==> src/rtl/imem_fetch_unit.sv <==
// Instruction fetch front end: issues reads to a registered instruction memory and
// queues the returned bytes in a prefetch FIFO for decode.
// Optional perf counters are enabled with the macro IMEM_FETCH_PERF_CNT_EN.

module imem_fetch_unit #(
  parameter int unsigned ADDR_W   = 8,
  parameter int unsigned INSTR_W  = 8,
  parameter int unsigned DEPTH    = 4,
  parameter int unsigned RESET_PC = 0
) (
  input  logic               clk,
  input  logic               reset,
  output logic               mem_rd_en,
  output logic [ADDR_W-1:0]  mem_addr,
  input  logic [INSTR_W-1:0] mem_rdata,
  output logic               instr_valid,
  input  logic               instr_ready,
  output logic [INSTR_W-1:0] instruction,
  output logic [ADDR_W-1:0]  pc_out,
  input  logic               branch_valid,
  input  logic [ADDR_W-1:0]  branch_target
`ifdef IMEM_FETCH_PERF_CNT_EN
  ,
  output logic [15:0]        stall_cnt,
  output logic [15:0]        flush_cnt
`endif
);

  localparam int unsigned       PTR_W      = $clog2(DEPTH);
  localparam int unsigned       CNT_W      = PTR_W + 1;
  localparam logic [ADDR_W-1:0] RESET_ADDR = ADDR_W'(RESET_PC);
  localparam logic [CNT_W:0]    DEPTH_OCC  = (CNT_W + 1)'(DEPTH);
  localparam logic [CNT_W-1:0]  DEPTH_CNT  = CNT_W'(DEPTH);

  logic [PTR_W-1:0]  rd_ptr_q, rd_ptr_d;
  logic [PTR_W-1:0]  wr_ptr_q, wr_ptr_d;
  logic [CNT_W-1:0]  count_q, count_d;
  logic              inflight_q, inflight_d;
  logic [ADDR_W-1:0] inflight_tag_q, inflight_tag_d;
  logic [ADDR_W-1:0] fetch_pc_q, fetch_pc_d;

  logic [INSTR_W-1:0] data_mem [DEPTH];
  logic [ADDR_W-1:0]  pc_mem   [DEPTH];

  logic             issue;
  logic             push;
  logic             pop;
  logic             not_empty;
  logic [CNT_W:0]   occupancy;

  // A slot is reserved for every read in flight, so the FIFO can never overflow.
  always_comb begin
    // NOTE: every always_comb output gets a default first so no path can infer a latch.
    rd_ptr_d       = rd_ptr_q;
    wr_ptr_d       = wr_ptr_q;
    count_d        = count_q;
    inflight_tag_d = inflight_tag_q;
    fetch_pc_d     = fetch_pc_q;

    not_empty = (count_q != '0);
    occupancy = {1'b0, count_q} + (CNT_W + 1)'(inflight_q);
    issue     = reset && !branch_valid && (occupancy < DEPTH_OCC);
    pop       = not_empty && instr_ready;
    push      = inflight_q && !branch_valid;
    inflight_d = issue;

    if (branch_valid) begin
      rd_ptr_d   = '0;
      wr_ptr_d   = '0;
      count_d    = '0;
      fetch_pc_d = branch_target;
    end else begin
      rd_ptr_d = rd_ptr_q + PTR_W'(pop);
      wr_ptr_d = wr_ptr_q + PTR_W'(push);
      count_d  = count_q + CNT_W'(push) - CNT_W'(pop);
      if (issue) begin
        inflight_tag_d = fetch_pc_q;
        fetch_pc_d     = fetch_pc_q + 1'b1;
      end
    end
  end

  // NOTE: sequential state uses non-blocking assignments so every flop samples pre-edge values.
  always_ff @(posedge clk) begin
    if (!reset) begin
      rd_ptr_q       <= '0;
      wr_ptr_q       <= '0;
      count_q        <= '0;
      inflight_q     <= 1'b0;
      inflight_tag_q <= RESET_ADDR;
      fetch_pc_q     <= RESET_ADDR;
    end else begin
      rd_ptr_q       <= rd_ptr_d;
      wr_ptr_q       <= wr_ptr_d;
      count_q        <= count_d;
      inflight_q     <= inflight_d;
      inflight_tag_q <= inflight_tag_d;
      fetch_pc_q     <= fetch_pc_d;
    end
  end

  // NOTE: FIFO storage is not reset; count_q alone decides which entries are meaningful.
  always_ff @(posedge clk) begin
    if (push) begin
      data_mem[wr_ptr_q] <= mem_rdata;
      pc_mem[wr_ptr_q]   <= inflight_tag_q;
    end
  end

  assign mem_rd_en   = issue;
  assign mem_addr    = fetch_pc_q;
  assign instr_valid = not_empty;
  assign instruction = not_empty ? data_mem[rd_ptr_q] : '0;
  assign pc_out      = not_empty ? pc_mem[rd_ptr_q] : RESET_ADDR;

  no_overfill: assert property (@(posedge clk) disable iff (!reset)
    !(push && !pop && (count_q == DEPTH_CNT)));

`ifdef IMEM_FETCH_PERF_CNT_EN
  logic [15:0] stall_cnt_q, stall_cnt_d;
  logic [15:0] flush_cnt_q, flush_cnt_d;

  always_comb begin
    stall_cnt_d = stall_cnt_q;
    flush_cnt_d = flush_cnt_q;
    if (not_empty && !instr_ready && (stall_cnt_q != 16'hFFFF)) begin
      stall_cnt_d = stall_cnt_q + 16'd1;
    end
    if (branch_valid && (flush_cnt_q != 16'hFFFF)) begin
      flush_cnt_d = flush_cnt_q + 16'd1;
    end
  end

  always_ff @(posedge clk) begin
    if (!reset) begin
      stall_cnt_q <= '0;
      flush_cnt_q <= '0;
    end else begin
      stall_cnt_q <= stall_cnt_d;
      flush_cnt_q <= flush_cnt_d;
    end
  end

  assign stall_cnt = stall_cnt_q;
  assign flush_cnt = flush_cnt_q;
`endif

endmodule

==> config.mk <==
export PLATFORM = sky130hd
export DESIGN_NAME = imem_fetch_unit
export DESIGN_NICKNAME = d
export VERILOG_FILES = /design/src/rtl/imem_fetch_unit.sv
export SDC_FILE = /design/constraint.sdc
export NUM_CORES = 1
export LEC_CHECK = 0
export CAP_MARGIN = 0
export CORE_MARGIN = 1.5
export CORE_UTILIZATION = 35
export CTS_CLUSTER_SIZE = 40
export DETAILED_ROUTE_END_ITERATION = 10
export GPL_TIMING_DRIVEN = 1
export PLACE_DENSITY = 0.58
export SLEW_MARGIN = 30
export SYNTH_ARGS = -nofsm -noshare
export SYNTH_HDL_FRONTEND = slang
export SYNTH_SLANG_ARGS = --single-unit
==> constraint.sdc <==
create_clock -name clk -period 2.5 [get_ports clk]
set_input_delay 0.375 -clock clk [delete_from_list [all_inputs] [get_ports clk]]
set_output_delay 0.375 -clock clk [all_outputs]
set_load 0.05 [all_outputs]
==> results.rst <==
.. list-table::
   :header-rows: 1

   * - Metric
     - Value
   * - Post-DRT Antenna Nets
     - 0
   * - Critical path startpoint category
     - flip-flop
   * - Wire length per cell
     - between 15 and 20 µm
   * - Width of the die
     - between 100 and 150 µm
   * - Async set-or-reset flop fraction in the synthesized netlist
     - 0
   * - Overall routed net length
     - around 6500 µm
   * - Insertion delay to the later sink of the worst-skew pair
     - approximately 0.34 ns
   * - Worst Path Required
     - 2.12 ns
   * - TritonCTS clock tree
     - yes
   * - Launch instance of the worst register-to-register path
     - count_q[1]$_SDFF_PP0_
   * - H-tree depth
     - 3
   * - CTS Buffer Depth
     - 2
   * - Total via count after detailed routing
     - 2065
   * - Commonest non-fill, non-tap cells in the layout
     - sky130_fd_sc_hd__edfxtp_1, sky130_fd_sc_hd__clkdlybuf4s50_1, sky130_fd_sc_hd__buf_4
   * - Number of nets in the final layout
     - 313
   * - Count of unique library cells instantiated by Yosys
     - 35
   * - Leading cell type in the layout, fill and taps excluded
     - sky130_fd_sc_hd__edfxtp_1
   * - Core area
     - 0.00977 mm²
   * - Class of the most critical hold timing path
     - reg2reg
   * - Placer congestion estimate
     - between 0.8 and 0.9
   * - Antenna violations before repair
     - 0
   * - Area of the die
     - around 0.011 mm²
   * - Crit path capture type
     - primary output
   * - Critical-path top delay cell
     - sky130_fd_sc_hd__clkdlybuf4s50_1
   * - Mean instance size in the synthesized netlist
     - 15.1 µm²
   * - Post-route clock period utilization
     - 0.924
   * - Number of global-route vias before repair
     - 2023
   * - Area added between synthesis and finish
     - 23.4%
   * - Number of setup buffers added after CTS
     - 0
   * - Wire length of the first global-routing pass
     - between 10000 and 15000 µm
   * - Final routed DRC violation total
     - 0
   * - Overall overflow remaining after global route
     - 0
   * - Antenna cells
     - 0
   * - Unrepaired setup endpoints after global routing
     - false
   * - Initial Utilization
     - 0.361
   * - Hold_buf cts
     - 0
   * - Critical setup path kind
     - reg2out
   * - Number of cells in the finished layout apart from fillers
     - between 400 and 500
   * - Count of filler cells inserted in the layout
     - slightly above 900
   * - Final Setup Violations
     - 0
   * - Library cell used as clock root buffer
     - sky130_fd_sc_hd__clkbuf_8
   * - Critical path origin
     - count_q[1]$_SDFF_PP0_
   * - Worst-path cell chain
     - or3_1, clkdlybuf4s50_1
   * - Result of the run
     - finished clean
   * - Net Count, Synth
     - roughly 260
   * - Total power per unit cell area
     - roughly 660 mW/mm²
   * - Worst-case clock skew
     - about 0.0074 ns
   * - Aggregate negative setup slack
     - 0 ns
   * - Cell total after placement
     - 410
   * - Number of buffers inserted by port buffering
     - 45
   * - Predominant post-synthesis flop cell
     - sky130_fd_sc_hd__edfxtp_1
   * - Maximum fanout count along the critical path
     - 5
   * - Total count of hold-check failures in the final report
     - 0
   * - Average vias per placed instance
     - between 4 and 5
   * - Initial DRT Pass Iterations
     - 4
   * - Flip-flop and latch count after synthesis
     - 88
   * - Post-DP HPWL
     - about 4100 µm
   * - Cells resized by post-CTS repair
     - 0
   * - Netlist area before placement
     - ~0.0035 mm²
   * - Shortest period the worst path allows
     - roughly 2.3 ns
   * - Count of pins over their slew limit
     - 0
   * - Cell row count
     - 36
   * - Number of instances in the synthesized netlist
     - roughly 230
   * - Worst ir drop on vdd
     - 296 µV
   * - Global Route Usage Sum
     - 0.132
   * - Final worst hold slack
     - approximately 0.51 ns
   * - Largest net degree at the start of global routing
     - 24
   * - Warning count from the yosys run
     - 0
   * - F_max
     - approximately 430 MHz
   * - Layout cell share with drive strength beyond 1
     - 0.212
   * - Relative slew slack
     - 0.643
   * - Max-cap violations
     - 0
   * - Seq/Total Area, Yosys
     - 0.681
   * - Iter 0 DRT Violations
     - 72
   * - CTS buffer count
     - 9
   * - Post-synth EDFFs
     - 64
   * - Hold path startpoint
     - inflight_tag_q[4]$_SDFFE_PN0P_
   * - Arrival time at the worst endpoint
     - just under 2 ns
   * - Reported leakage power
     - roughly 1.5 nW
   * - Transition time at the pin with the least slew margin
     - roughly 0.53 ns
   * - Y dimension of the die
     - just over 100 µm
   * - TritonCTS Sinks
     - 88
   * - Largest stage delay on the critical path
     - 0.76 ns
   * - Io pins
     - 46
   * - Clock input transition at the sequential cells of the worst setup and hold paths
     - 0.09 ns
through the flow:
step                 util  cell area (µm²)  total power, mW  setup slack [ns]
floorplan               -             3530             1.82             0.132
global placement    0.425             4160             1.94             0.446
detailed placement  0.425             4160             1.94             0.405
CTS                 0.445             4350             2.89             0.156
global route        0.445             4350             2.96            0.0932
finish              0.445             4350             2.85             0.189
synthesized netlist by cell type, types with 2 or more instances:
library cell               number  share of area
sky130_fd_sc_hd__buf_2          4         0.0057
sky130_fd_sc_hd__nand3_1       15          0.021
sky130_fd_sc_hd__inv_1          3         0.0032
sky130_fd_sc_hd__xor2_1         2         0.0050
sky130_fd_sc_hd__clkbuf_1       8         0.0085
sky130_fd_sc_hd__or4_1          2         0.0043
sky130_fd_sc_hd__a21oi_1        9          0.013
sky130_fd_sc_hd__ha_1           4          0.014
sky130_fd_sc_hd__and3_1         3         0.0053
sky130_fd_sc_hd__edfxtp_1      64           0.54
sky130_fd_sc_hd__a31oi_1        5         0.0089
sky130_fd_sc_hd__or3_1          3         0.0053
sky130_fd_sc_hd__xnor2_1        4         0.0099
sky130_fd_sc_hd__and2_1        16          0.028
sky130_fd_sc_hd__o31ai_1        2         0.0043
sky130_fd_sc_hd__dfxtp_1       24           0.14
sky130_fd_sc_hd__nor2_1        10          0.011
sky130_fd_sc_hd__o21ai_0       19          0.027
sky130_fd_sc_hd__nand2_1        6         0.0064
sky130_fd_sc_hd__mux4_2        16           0.10
path summary, 6_finish.rpt:
check                                 to  slack, ns  cells past startpoint
setup reg to reg   count_q[2]$_SDFF_PP0_       0.45                      8
setup / recovery             instr_valid       0.19                      2
hold reg to reg   pc_mem[0][4]$_DFFE_PP_       0.51                      0
hold / removal    pc_mem[0][4]$_DFFE_PP_       0.51                      0
final cells by class:
class	instances	area (µm²)	area share
timing repair buffer	57	523	0.120
multi-input combinational	129	1050	0.242
clock buffer	9	124	0.0285
sequential	88	2400	0.552
tap	133	166	0.0382
clock inverter	7	71.3	0.0164
inverter	3	11.3	0.00259
layer usage:
| layer | vias up | part of all wire | track usage | routed length [µm] |
|---|---|---|---|---|
| met5 | - | 0 | 0 | 0 |
| met1 | 1002 | 0.48 | 0.171 | 3110 |
| li1 | 1005 | - | - | - |
| met3 | 6 | 0.047 | 0.0349 | 305 |
| met2 | 52 | 0.47 | 0.218 | 3030 |
| met4 | 0 | 0.0097 | 0.0437 | 63 |
critical path, delay by kind of cell, from the launching register on:
kind	cells	cell delay (ns)
buffers and inverters	1	0.76
AND/OR/NAND/NOR	1	0.47
flip-flops	1	0.37
registers in the layout, summed over array words and instances, names as in the netlist:
register,count
count_q,3
data_mem,32
inflight_q,1
inflight_tag_q,8
mem_addr,8
pc_mem,32
rd_ptr_q,2
wr_ptr_q,2
cell families (layout without fill, tap and decap cells):
family | count (synthesis) | after routing | share of synthesized area
AOI/OAI and AO/OA | 40 | 40 | 0.0652
xor gates and xnor gates | 6 | 6 | 0.0149
adders and majority gates | 5 | 5 | 0.0199
buffers and inverters | 17 | 76 | 0.0216
DFF | 88 | 88 | 0.681
muxes | 16 | 16 | 0.102
and+or+nand+nor | 62 | 62 | 0.0954
report_power, final:
| part | total [mW] | switching, mW | internal, mW |
|---|---|---|---|
| Clock | 0.945 | 0.483 | 0.462 |
| Combinational | 0.290 | 0.174 | 0.116 |
| Sequential | 1.62 | 0.0285 | 1.59 |
Note: power is estimated with default switching activity, not from simulation.
